**config.mk**
```make
export PLATFORM = sky130hd
export DESIGN_NAME = id_exe_interlock_flat
export DESIGN_NICKNAME = d
export VERILOG_FILES = /design/src/rtl/id_exe_interlock_if.sv /design/src/rtl/id_exe_interlock.sv /design/src/flat_wrapper.sv
export SDC_FILE = /design/constraint.sdc
export NUM_CORES = 1
export LEC_CHECK = 0
export ABC_AREA = 1
export BUFFER_PORTS_ARGS = -buffer_cell sky130_fd_sc_hd__clkbuf_2
export CORE_UTILIZATION = 46
export DETAILED_ROUTE_END_ITERATION = 8
export PLACE_DENSITY = 0.84
export SETUP_SLACK_MARGIN = 0.2
export SLEW_MARGIN = 20
export SYNTH_ARGS = -nofsm -noshare
export SYNTH_HDL_FRONTEND = slang
export SYNTH_SLANG_ARGS = --single-unit
```
**constraint.sdc**
```tcl
create_clock -name clk -period 1.47 [get_ports clk]
set_input_delay 0.2205 -clock clk [delete_from_list [all_inputs] [get_ports clk]]
set_output_delay 0.2205 -clock clk [all_outputs]
set_load 0.05 [all_outputs]
```
**src/rtl/id_exe_interlock_if.sv**
```systemverilog
// id_exe_interlock_if: ID/EXE boundary bundle.
//   master : ID-side driver (decoded ID fields, flush, WB write port);
//            sees wpcir and the registered EXE fields.
//   slave  : the interlock block; drives wpcir and the EXE fields.
// Parameters: DW datapath width, RW register-number width.
interface id_exe_interlock_if #(
  parameter int unsigned DW = 32,
  parameter int unsigned RW = 5
);
  // ID-stage decoded instruction
  logic          id_wreg;
  logic          id_m2reg;
  logic          id_wmem;
  logic [2:0]    id_aluc;
  logic          id_aluimm;
  logic          id_shift;
  logic [RW-1:0] id_rs;
  logic [RW-1:0] id_rt;
  logic [RW-1:0] id_d;
  logic          id_usert;
  logic [DW-1:0] id_qa;
  logic [DW-1:0] id_qb;
  logic [DW-1:0] id_imm;

  // Squash and WB register-file write port
  logic          flush;
  logic          wb_wreg;
  logic [RW-1:0] wb_d;
  logic [DW-1:0] wdi;

  // Interlock result and EXE pipeline register
  logic          wpcir;
  logic          exe_wreg;
  logic          exe_m2reg;
  logic          exe_wmem;
  logic [2:0]    ealuc;
  logic          ealuimm;
  logic          eshift;
  logic [DW-1:0] ea;
  logic [DW-1:0] eb;
  logic [DW-1:0] eimm;
  logic [RW-1:0] exe_rs;
  logic [RW-1:0] exe_rt;
  logic [RW-1:0] exe_d;

  modport master (
    output id_wreg, id_m2reg, id_wmem, id_aluc, id_aluimm, id_shift,
           id_rs, id_rt, id_d, id_usert, id_qa, id_qb, id_imm,
           flush, wb_wreg, wb_d, wdi,
    input  wpcir, exe_wreg, exe_m2reg, exe_wmem, ealuc, ealuimm, eshift,
           ea, eb, eimm, exe_rs, exe_rt, exe_d
  );

  modport slave (
    input  id_wreg, id_m2reg, id_wmem, id_aluc, id_aluimm, id_shift,
           id_rs, id_rt, id_d, id_usert, id_qa, id_qb, id_imm,
           flush, wb_wreg, wb_d, wdi,
    output wpcir, exe_wreg, exe_m2reg, exe_wmem, ealuc, ealuimm, eshift,
           ea, eb, eimm, exe_rs, exe_rt, exe_d
  );
endinterface

```
**src/rtl/id_exe_interlock.sv**
```systemverilog
// id_exe_interlock: ID->EXE pipeline register with load-use interlock.
//   clk       : clock, all state updates on posedge
//   clrn      : asynchronous active-low reset (EXE register -> NOP bubble)
//   bus       : id_exe_interlock_if.slave
//               in : id_* decoded fields, flush, wb_wreg/wb_d/wdi
//               out: wpcir (combinational PC/IF-ID write enable),
//                    registered exe_*/ealuc/ealuimm/eshift/ea/eb/eimm
//   stall_cnt : saturating count of load-use stalls, present only when
//               ID_EXE_STALL_CNT_EN is defined
// A load in EXE whose destination is read by the ID instruction holds PC
// and IF/ID for one cycle and drops a bubble into EXE; the re-presented
// instruction then gets its operand via EXE forwarding from MEM/WB.
module id_exe_interlock #(
  parameter int unsigned DW = 32,
  parameter int unsigned RW = 5
) (
  input  logic              clk,
  input  logic              clrn,
  id_exe_interlock_if.slave bus
`ifdef ID_EXE_STALL_CNT_EN
  ,
  output logic [31:0]       stall_cnt
`endif
);

  // EXE pipeline register contents
  typedef struct packed {
    logic          wreg;
    logic          m2reg;
    logic          wmem;
    logic [2:0]    aluc;
    logic          aluimm;
    logic          shift;
    logic [DW-1:0] a;
    logic [DW-1:0] b;
    logic [DW-1:0] imm;
    logic [RW-1:0] rs;
    logic [RW-1:0] rt;
    logic [RW-1:0] d;
  } exe_reg_t;

  exe_reg_t exe_q;
  exe_reg_t exe_nxt;
  logic     lu;
  logic     hit_rs;
  logic     hit_rt;
  logic     byp_a;
  logic     byp_b;

  // Load-use detection against the instruction currently in EXE.
  // rs is always a source; rt only when the instruction reads it; r0 never stalls.
  always_comb begin : hazard
    hit_rs = (exe_q.d == bus.id_rs);
    hit_rt = bus.id_usert && (exe_q.d == bus.id_rt);
    lu     = exe_q.wreg && exe_q.m2reg && (exe_q.d != '0) && (hit_rs || hit_rt);
  end

  // A flush redirects the PC even when a stall would otherwise hold it.
  assign bus.wpcir = ~lu | bus.flush;

  // Same-cycle WB write bypassed into the operands about to be captured.
  always_comb begin : wb_bypass
    byp_a = bus.wb_wreg && (bus.wb_d != '0) && (bus.wb_d == bus.id_rs);
    byp_b = bus.wb_wreg && (bus.wb_d != '0) && (bus.wb_d == bus.id_rt);
  end

  // Next EXE contents: all-zero bubble on flush or stall, else the ID fields.
  always_comb begin : next_exe
    exe_nxt = '0;
    if (!bus.flush && !lu) begin
      exe_nxt.wreg   = bus.id_wreg;
      exe_nxt.m2reg  = bus.id_m2reg;
      exe_nxt.wmem   = bus.id_wmem;
      exe_nxt.aluc   = bus.id_aluc;
      exe_nxt.aluimm = bus.id_aluimm;
      exe_nxt.shift  = bus.id_shift;
      exe_nxt.a      = byp_a ? bus.wdi : bus.id_qa;
      exe_nxt.b      = byp_b ? bus.wdi : bus.id_qb;
      exe_nxt.imm    = bus.id_imm;
      exe_nxt.rs     = bus.id_rs;
      exe_nxt.rt     = bus.id_rt;
      exe_nxt.d      = bus.id_d;
    end
  end

  // EXE pipeline register
  always_ff @(posedge clk or negedge clrn) begin : exe_reg
    if (!clrn) begin
      exe_q <= '0;
    end else begin
      exe_q <= exe_nxt;
    end
  end

  assign bus.exe_wreg  = exe_q.wreg;
  assign bus.exe_m2reg = exe_q.m2reg;
  assign bus.exe_wmem  = exe_q.wmem;
  assign bus.ealuc     = exe_q.aluc;
  assign bus.ealuimm   = exe_q.aluimm;
  assign bus.eshift    = exe_q.shift;
  assign bus.ea        = exe_q.a;
  assign bus.eb        = exe_q.b;
  assign bus.eimm      = exe_q.imm;
  assign bus.exe_rs    = exe_q.rs;
  assign bus.exe_rt    = exe_q.rt;
  assign bus.exe_d     = exe_q.d;

`ifdef ID_EXE_STALL_CNT_EN
  localparam int unsigned CW = 32;

  logic [CW-1:0] cnt_q;

  // Counts stalls that actually hold the pipe; flush-masked ones are excluded.
  always_ff @(posedge clk or negedge clrn) begin : stall_counter
    if (!clrn) begin
      cnt_q <= '0;
    end else if (lu && !bus.flush && (cnt_q != '1)) begin
      cnt_q <= cnt_q + CW'(1);
    end
  end

  assign stall_cnt = cnt_q;
`endif

endmodule

```
**src/flat_wrapper.sv**
```systemverilog
// flat-port wrapper written by rule: the top's interface ports become plain ports
module id_exe_interlock_flat 
#(
  parameter int unsigned DW = 32,
  parameter int unsigned RW = 5
)
  (clk, clrn, bus_id_wreg, bus_id_m2reg, bus_id_wmem, bus_id_aluc, bus_id_aluimm, bus_id_shift, bus_id_rs, bus_id_rt, bus_id_d, bus_id_usert, bus_id_qa, bus_id_qb, bus_id_imm, bus_flush, bus_wb_wreg, bus_wb_d, bus_wdi, bus_wpcir, bus_exe_wreg, bus_exe_m2reg, bus_exe_wmem, bus_ealuc, bus_ealuimm, bus_eshift, bus_ea, bus_eb, bus_eimm, bus_exe_rs, bus_exe_rt, bus_exe_d);
  id_exe_interlock_if #(.DW(DW), .RW(RW)) bus_i ();
  input  logic clk;
  input  logic clrn;
  input wire logic [$bits(bus_i.id_wreg)-1:0] bus_id_wreg;
  input wire logic [$bits(bus_i.id_m2reg)-1:0] bus_id_m2reg;
  input wire logic [$bits(bus_i.id_wmem)-1:0] bus_id_wmem;
  input wire logic [$bits(bus_i.id_aluc)-1:0] bus_id_aluc;
  input wire logic [$bits(bus_i.id_aluimm)-1:0] bus_id_aluimm;
  input wire logic [$bits(bus_i.id_shift)-1:0] bus_id_shift;
  input wire logic [$bits(bus_i.id_rs)-1:0] bus_id_rs;
  input wire logic [$bits(bus_i.id_rt)-1:0] bus_id_rt;
  input wire logic [$bits(bus_i.id_d)-1:0] bus_id_d;
  input wire logic [$bits(bus_i.id_usert)-1:0] bus_id_usert;
  input wire logic [$bits(bus_i.id_qa)-1:0] bus_id_qa;
  input wire logic [$bits(bus_i.id_qb)-1:0] bus_id_qb;
  input wire logic [$bits(bus_i.id_imm)-1:0] bus_id_imm;
  input wire logic [$bits(bus_i.flush)-1:0] bus_flush;
  input wire logic [$bits(bus_i.wb_wreg)-1:0] bus_wb_wreg;
  input wire logic [$bits(bus_i.wb_d)-1:0] bus_wb_d;
  input wire logic [$bits(bus_i.wdi)-1:0] bus_wdi;
  output wire logic [$bits(bus_i.wpcir)-1:0] bus_wpcir;
  output wire logic [$bits(bus_i.exe_wreg)-1:0] bus_exe_wreg;
  output wire logic [$bits(bus_i.exe_m2reg)-1:0] bus_exe_m2reg;
  output wire logic [$bits(bus_i.exe_wmem)-1:0] bus_exe_wmem;
  output wire logic [$bits(bus_i.ealuc)-1:0] bus_ealuc;
  output wire logic [$bits(bus_i.ealuimm)-1:0] bus_ealuimm;
  output wire logic [$bits(bus_i.eshift)-1:0] bus_eshift;
  output wire logic [$bits(bus_i.ea)-1:0] bus_ea;
  output wire logic [$bits(bus_i.eb)-1:0] bus_eb;
  output wire logic [$bits(bus_i.eimm)-1:0] bus_eimm;
  output wire logic [$bits(bus_i.exe_rs)-1:0] bus_exe_rs;
  output wire logic [$bits(bus_i.exe_rt)-1:0] bus_exe_rt;
  output wire logic [$bits(bus_i.exe_d)-1:0] bus_exe_d;
  assign bus_i.id_wreg = bus_id_wreg;
  assign bus_i.id_m2reg = bus_id_m2reg;
  assign bus_i.id_wmem = bus_id_wmem;
  assign bus_i.id_aluc = bus_id_aluc;
  assign bus_i.id_aluimm = bus_id_aluimm;
  assign bus_i.id_shift = bus_id_shift;
  assign bus_i.id_rs = bus_id_rs;
  assign bus_i.id_rt = bus_id_rt;
  assign bus_i.id_d = bus_id_d;
  assign bus_i.id_usert = bus_id_usert;
  assign bus_i.id_qa = bus_id_qa;
  assign bus_i.id_qb = bus_id_qb;
  assign bus_i.id_imm = bus_id_imm;
  assign bus_i.flush = bus_flush;
  assign bus_i.wb_wreg = bus_wb_wreg;
  assign bus_i.wb_d = bus_wb_d;
  assign bus_i.wdi = bus_wdi;
  assign bus_wpcir = bus_i.wpcir;
  assign bus_exe_wreg = bus_i.exe_wreg;
  assign bus_exe_m2reg = bus_i.exe_m2reg;
  assign bus_exe_wmem = bus_i.exe_wmem;
  assign bus_ealuc = bus_i.ealuc;
  assign bus_ealuimm = bus_i.ealuimm;
  assign bus_eshift = bus_i.eshift;
  assign bus_ea = bus_i.ea;
  assign bus_eb = bus_i.eb;
  assign bus_eimm = bus_i.eimm;
  assign bus_exe_rs = bus_i.exe_rs;
  assign bus_exe_rt = bus_i.exe_rt;
  assign bus_exe_d = bus_i.exe_d;
  id_exe_interlock #(.DW(DW), .RW(RW)) u_core (.clk(clk), .clrn(clrn), .bus(bus_i));
endmodule
```
# [Word level (Yosys, flattened, before mapping)]
# Cells that the tools add are included.
[op_classes] n_bitwise=2 n_eq_ne=4 reduce_logical=13 mux=3
[op_table] operator="$mux W119" count=1
[op_table] operator="$mux W32" count=2
[op_table] operator="$eq A5 B5 Y1" count=4
[op_table] operator="$reduce_bool A5 Y1" count=2
[op_table] operator="$logic_and A1 B1 Y1" count=8
[op_table] operator="$logic_not A1 Y1" count=2
[op_table] operator="$logic_or A1 B1 Y1" count=1
[op_table] operator="$not A1 Y1" count=1
[op_table] operator="$or A1 B1 Y1" count=1
[totals] inputBits=161 wordCells=34 out_inout_bits=120 reg_bits=119

# [Logic depth before layout (Yosys ltp)]
# Gate-level depths: netlist of the first run.
[logic_depth] word_depth=7 mapped_depth=11 ltp_nobuf=10

# [Worst setup path after synthesis of the first run]
# No wires, ideal clock.
[synth_timing] path_kind="reg2out" startpoint="register u_core.exe_q, in the netlist u_core.bus.exe_d[4]" endpoint="output bus_wpcir" stages_incl_launch_ff=8 arrival_time_ns=1.496 n_path_buf=0 t_required_ns=1.250 setup_slack_ns=-0.247 cell_sequence="dfrtp_1 -> inv_1 -> nand2_1 -> nand2_1 -> nor2_1 -> nand3_1 -> nand2_1 -> nand3_1"
[synth_between] elab_chain_len=6 word_cells_on_any_way=9 classes_between="eq/ne: 2; bitwise: 2; reduce/logical: 5"
[synth_rtl] item="from (decl)" line="id_exe_interlock.sv:42" source="exe_reg_t exe_q;"
[synth_rtl] item="from (signal assigned)" line="id_exe_interlock.sv:91" source="exe_q <= exe_nxt;"
[synth_rtl] item="$eq A5 B5 Y1" line="id_exe_interlock.sv:54" source="hit_rt = bus.id_usert && (exe_q.d == bus.id_rt);"
[synth_rtl] item="$logic_and A1 B1 Y1" line="id_exe_interlock.sv:54"
[synth_rtl] item="$logic_or A1 B1 Y1" line="id_exe_interlock.sv:55" source="lu = exe_q.wreg && exe_q.m2reg && (exe_q.d != '0) && (hit_rs || hit_rt);"
[synth_rtl] item="$logic_and A1 B1 Y1 *" line="id_exe_interlock.sv:55"
[synth_rtl] item="$not A1 Y1 *" line="id_exe_interlock.sv:59" source="assign bus.wpcir = ~lu | bus.flush;"
[synth_rtl] item="$or A1 B1 Y1 *" line="id_exe_interlock.sv:59"
[synth_rtl] item="to (decl)" line="flat_wrapper.sv:28" source="output wire logic [$bits(bus_i.wpcir)-1:0] bus_wpcir;"
# Every way passes the cells marked *; elsewhere a longest branch is shown, timed or not.

==> qor.yml, run 1 <==
placement:
  io_buffers: 280
  dp.cells: 1069
  dpl_worst_slack_ns: -0.115
  dp_hpwl_um: 11400
  place_area_um2: 7080
  place_congestion: 0.890
detailed_routing:
  drt_wl_total_um: 18500
  wire_per_inst_um: 16.1
  route.top_layer_used: "met4"
  num_vias: 5507
  drtIter0Drc: 322
  met3_length_um: 1410
  drc_errors: 0
  wl_met2_um: 9600
  postRouteAntennaNets: 0
  viasPerCell: 4.80
  first_pass_iters: 5
  met1_length_um: 6850
layout:
  area_growth_pct: 60.9
  nets: 1152
  utilization: 0.760
  postLayoutCellArea_um2: 8710
  drive_gt1_frac: 0.417
  n_fill_cell: 796
  antenna_cells: 0
  stdcell_count: 1147
sta:
  relSlewSlack: 0.761
  period_minus_slack_ns: 1.93
  tightest_slew_ns: 0.358
  hold_viol: 0
  period_share: 1.31
  fin_hold_ws_ns: 0.0188
  rsz0062_at_grt: "true"
  finalMaxSlewViolations: 0
  fmax_mhz: 519
  skew_ns: 0.0115
  fin_tns_setup_ns: -44.44
  worst_slack_ns: -0.455
  setup_violations: 120
synth:
  syn-instance-count: 655
  synth.area.top_cells: "dfrtp_1, nand2_1, nor2_1"
  synth.cell_area_um2: 5420
  syn_area_per_cell_um2: 8.27
  synth_top_area_share: 0.550
  synth_top_area_cell: "dfrtp_1"
  synth.distinct_cells: 19
  syn_nets: 816
  ys_seq_area_frac: 0.550
  synth_seq_cells: 119
  yosysWarnings: 0
floorplan:
  rows: 39
  core_um2: 11500
  dieArea_um2: 12200
  die_w_um: 111
  ioPinCount: 281
  chipHeight_um: 111
  start_util: 0.472
grt:
  grt_max_degree: 63
  grt_use_total: 0.297
  grt_pass1_wl_um: 28100
  antenna_found_initial: 0
  grt_pass1_vias: 5685
  overflow: 0
setup_path:
  cp.arrival_ns: 2.26
  worstPathMaxFanout: 6
  crit_path_end_kind: "register"
  cp.required_ns: 1.81
  crit_path_start_kind: "register"
  critPathKind: "reg2reg"
power_and_ir_drop:
  p_leak_nw: 5.15
  pwr-share-clk: 0.433
  p_sw_mw: 3.04
  p_per_area_nw_per_um2: 1140
  ir_drop_mv: 1.09
  seqPwrFrac: 0.353
  p_int_mw: 6.94
  p_comb_frac: 0.214
  switching_share: 0.304
  power_mw: 9.98
clock_network:
  tritoncts: "built"
  cts_root_buffer: "clkbuf_16"
  clkTransAtPathRegs_ns: 0.06
  clockBufferDepth: 2
  cts_buffers: 17
  clock_sinks: 119
  worstSkewPairLatency_ns: 0.41
  htreeDepth: 4
run_status:
  status: "finished, violations left"
  violations: "negative setup slack"
hold_path:
  hp-class: "in2reg"
run:
  maxCapViolations: 0
[power groups by stage]
stage,logic [mW],registers [mW],clock network (mW)
final,2.13,3.53,4.32
after detailed placement,1.80,3.58,0
after CTS,1.97,3.52,4.35
after global placement,1.78,3.57,0
after floorplan,0.485,4.21,0
after global routing,2.27,3.54,4.51
[synthesized netlist by cell type (all sizes together)]
cell	number
nand4	32
nor2	134
xnor2	3
nand2	154
inv	128
buf	34
o21ai	3
xor2	7
dfrtp	119
nand3	40
nor3	1
[layout by cell type (no fill, tap or decap), drive strengths merged]
cell type	instances
nor3	1
xor2	7
bufinv	3
dlygate4sd3	32
clkinv	5
nand2	154
nand4	32
clkinvlp	3
buf	58
nand3	40
inv	130
nor2	134
clkbuf	280
o21ai	3
xnor2	3
dfrtp	119
[cell type report]
cell class                 instances  area (um2)  share of cell area
timing repair buffer             351        2460               0.282
sequential                       119        2980               0.342
multi-input combinational        374        1990               0.228
clock buffer                      19         453              0.0520
clock inverter                    13         170              0.0195
inverter                         128         480              0.0551
tap                              143         179              0.0205
[cell families after synthesis]
| logic type | Yosys count | share of synthesized area |
|---|---|---|
| buffers and inverters | 162 | 0.148 |
| AO/OA/AOI/OAI | 3 | 0.00277 |
| XOR/XNOR | 10 | 0.0162 |
| flip-flops | 119 | 0.550 |
| AND/OR/NAND/NOR | 361 | 0.284 |
[final timing paths]
check                                         startpoint                            end  slack [ns]  depth (start not counted)
max                        u_core.bus.exe_d[4]$_DFF_PN0_    u_core.bus.ea[12]$_DFF_PN0_       -0.46                         14
min                                       bus_id_imm[21]  u_core.bus.eimm[21]$_DFF_PN0_        0.02                          3
max reg2reg                u_core.bus.exe_d[4]$_DFF_PN0_    u_core.bus.ea[12]$_DFF_PN0_       -0.46                         14
min reg2reg                u_core.bus.exe_wreg$_DFF_PN0_  u_core.bus.eimm[28]$_DFF_PN0_        1.04                          6
max in group asynchronous                           clrn  u_core.bus.exe_d[2]$_DFF_PN0_        0.78                          3
min in group asynchronous                           clrn     u_core.bus.eb[8]$_DFF_PN0_        0.36                          3
[flip-flops by register name, summed over array words and instances (netlist names)]
| signal | cells |
|---|---|
| u_core.bus.ea | 32 |
| u_core.bus.ealuc | 3 |
| u_core.bus.eb | 32 |
| u_core.bus.exe_wreg | 1 |
| u_core.bus.eshift | 1 |
| u_core.bus.exe_m2reg | 1 |
| u_core.bus.exe_rt | 5 |
| u_core.bus.exe_rs | 5 |
| u_core.bus.exe_wmem | 1 |
| u_core.bus.exe_d | 5 |
| u_core.bus.ealuimm | 1 |
| u_core.bus.eimm | 32 |
[worst max-delay path, stage by stage (launching register included)]
cell,delay [ns]
dfrtp_2,0.45
inv_2,0.09
nand2_2,0.06
nand2_2,0.07
nor2_1,0.04
nand3_1,0.09
nand2_2,0.07
buf_4,0.13
buf_4,0.12
buf_4,0.13
nand2_4,0.07
nand2_8,0.09
buf_12,0.16
clkbuf_16,0.17
nor2_2,0.11
[routing by layer]
metal,GRT usage,up-vias
li1,-,2610
met1,0.325,2558
met2,0.524,290
met3,0.0818,49
met4,0.153,0
met5,0,-
[repair_timing]
action	CTS	global route
endpoints found under the hold margin	149	1
resized for setup	47	107
hold buffers	31	1
setup buffers	5	2
cloned	3	4
endpoints found under the setup margin	132	150
pin swaps	8	25
No activity file was read; power rests on OpenSTA's default activity.
==> run 2, diff against run 1 <==
--- a/config.mk
+++ b/config.mk
@@ -16,2 +16,3 @@
 export SYNTH_HDL_FRONTEND = slang
 export SYNTH_SLANG_ARGS = --single-unit
+export TNS_END_PERCENT = 50
==> constraint.sdc (replaced) <==
create_clock -name clk -period 1.47 [get_ports clk]
set_input_delay 0.2205 -clock clk [delete_from_list [all_inputs] [get_ports clk]]
set_output_delay 0.2205 -clock clk [all_outputs]
set_load 0.01 [all_outputs]
==> run 2 against run 1 <==
Against the previous run: critical path depth decreased by 7; largest cell class unchanged; worst setup slack improved by 0.22 ns; largest power group unchanged; non-clock buffer count decreased by 23; global-route usage decreased by 4.2 points; die area unchanged; clock power decreased by 4.9%; highest routed layer unchanged; sequential power about the same; combinational power decreased by 38%; the run still ends with negative setup slack left.
==> qor.yml, run 2 (synthesis gave the netlist of run 1 again) <==
layout:
  nets: 1129
  antenna_cells: 0
  postLayoutCellArea_um2: 7950
  stdcell_count: 1124
  final_cell_mix: "clkbuf_2, nand2_1, nor2_1"
  utilization: 0.693
  drive_gt1_frac: 0.374
  area_growth_pct: 46.7
  final_common_cell: "clkbuf_2"
sta:
  finalMaxSlewViolations: 0
  worst_slack_ns: -0.233
  skew_ns: 0.0120
  relSlewSlack: 0.787
  period_minus_slack_ns: 1.70
  tightest_slew_ns: 0.320
  fin_tns_setup_ns: -7.76
  period_share: 1.16
  setup_violations: 90
  rsz0062_at_grt: "true"
  hold_viol: 0
  fin_hold_ws_ns: 0.0187
  fmax_mhz: 587
clock_network:
  worstSkewPairLatency_ns: 0.40
  cts_buffers: 17
  tritoncts: "built"
  clockBufferDepth: 2
  clock_sinks: 119
  cts_root_buffer: "clkbuf_16"
  clkTransAtPathRegs_ns: 0.05
  htreeDepth: 4
detailed_routing:
  num_vias: 5200
  drt_wl_total_um: 15100
  first_pass_iters: 5
  wl_met2_um: 7860
  drtIter0Drc: 270
  drc_errors: 0
  met3_length_um: 1180
  postRouteAntennaNets: 0
  wire_per_inst_um: 13.4
  route.top_layer_used: "met4"
  viasPerCell: 4.63
  met1_length_um: 5710
run:
  maxCapViolations: 0
floorplan:
  ioPinCount: 281
  dieArea_um2: 12200
  rows: 39
  die_w_um: 111
  core_um2: 11500
  start_util: 0.472
  chipHeight_um: 111
setup_path:
  cp.arrival_ns: 1.48
  timing.rr.end: "u_core.bus.eb[9]$_DFF_PN0_"
  ff2ff_path_depth: 10
  worstPathMaxFanout: 5
  timing.rr.start: "u_core.bus.exe_d[4]$_DFF_PN0_"
  crit_path_start_kind: "register"
  crit_path_end_kind: "primary output"
  critPathKind: "reg2out"
  r2r_slack_ns: -0.12
  cp.required_ns: 1.25
placement:
  io_buffers: 280
  dp_hpwl_um: 11100
  place_area_um2: 7040
  place_congestion: 0.901
  dp.cells: 1069
  dpl_worst_slack_ns: -0.0254
hold_path:
  whs_endpoint: "u_core.bus.exe_d[1]$_DFF_PN0_"
  hp-class: "in2reg"
  min_path_cells: 3
  hp-start: "bus_id_d[1]"
run_status:
  status: "finished, violations left"
  violations: "negative setup slack"
grt:
  grt_pass1_vias: 5142
  overflow: 0
  grt_pass1_wl_um: 24500
  antenna_found_initial: 0
  grt_max_degree: 46
  grt_use_total: 0.255
power_and_ir_drop:
  p_per_area_nw_per_um2: 1120
  ir_drop_mv: 0.960
  p_leak_nw: 4.95
  power_mw: 8.94
-- run 2: cell types whose count changed in the layout (fill, tap and decap cells not counted), sizes merged --
| cell | delta |
|---|---|
| buf | -21 |
| bufbuf | +3 |
| clkbuf | +17 |
| clkinvlp | -1 |
| dlygate4sd3 | -20 |
| inv | -1 |
-- run 2: worst max-delay path: stages, from the launching register on --
cell and delay, ns:
dfrtp_2 0.44, nand2_2 0.09, o21ai_2 0.06, nor2_1 0.10, nand3_1 0.07, nand2_1 0.08
nand3_1 0.09, buf_2 0.15
-- run 2: worst max path at each step --
| stage | slack (ns) | start | to |
|---|---|---|---|
| 6_report | -0.23 | u_core.bus.exe_d[0]$_DFF_PN0_ | bus_wpcir |
| 4_1_cts | -0.22 | u_core.bus.exe_d[4]$_DFF_PN0_ | bus_wpcir |
| 5_1_grt | -0.33 | u_core.bus.exe_d[4]$_DFF_PN0_ | bus_wpcir |
| 2_1_floorplan | 0.08 | u_core.bus.exe_d[3]$_DFF_PN0_ | u_core.bus.ea[27]$_DFF_PN0_ |
| 3_5_place_dp | -0.03 | bus_id_rs[3] | u_core.bus.ea[2]$_DFF_PN0_ |
| 3_3_place_gp | -0.005 | bus_id_rs[3] | u_core.bus.ea[7]$_DFF_PN0_ |
-- run 2: area by class of cell --
| cell class | instances | area (um2) |
|---|---|---|
| clock buffers | 21 | 440 |
| clock inverters | 11 | 150 |
| fillers | 865 | 3520 |
| inverters | 128 | 480 |
| multi-input cells | 374 | 1670 |
| flip-flops and latches | 119 | 2980 |
| well taps | 143 | 179 |
| repair buffers | 328 | 2050 |
-- run 2: repair_timing --
action | CTS | global route
pin swaps | 5 | 9
buffers inserted | 6 | 2
setup endpoints to repair | 120 | 124
hold buffers | 12 | 0
cloned | 3 | 0
endpoints found under the hold margin | 29 | 0
resized for setup | 2 | 17
-- run 2: power breakdown --
part | leakage, nW | switching, mW | internal (mW)
combinational | 3.14 | 0.729 | 0.581
sequential | 1.53 | 0.0601 | 3.46
clock | 0.282 | 1.44 | 2.67
total | 4.95 | 2.23 | 6.71
-- run 2: metal layers --
layer  global-route usage  up-vias
met1                0.281     2339
met4               0.0960        0
li1                     -     2564
met2                0.465      269
met5                    0        -
met3               0.0681       28
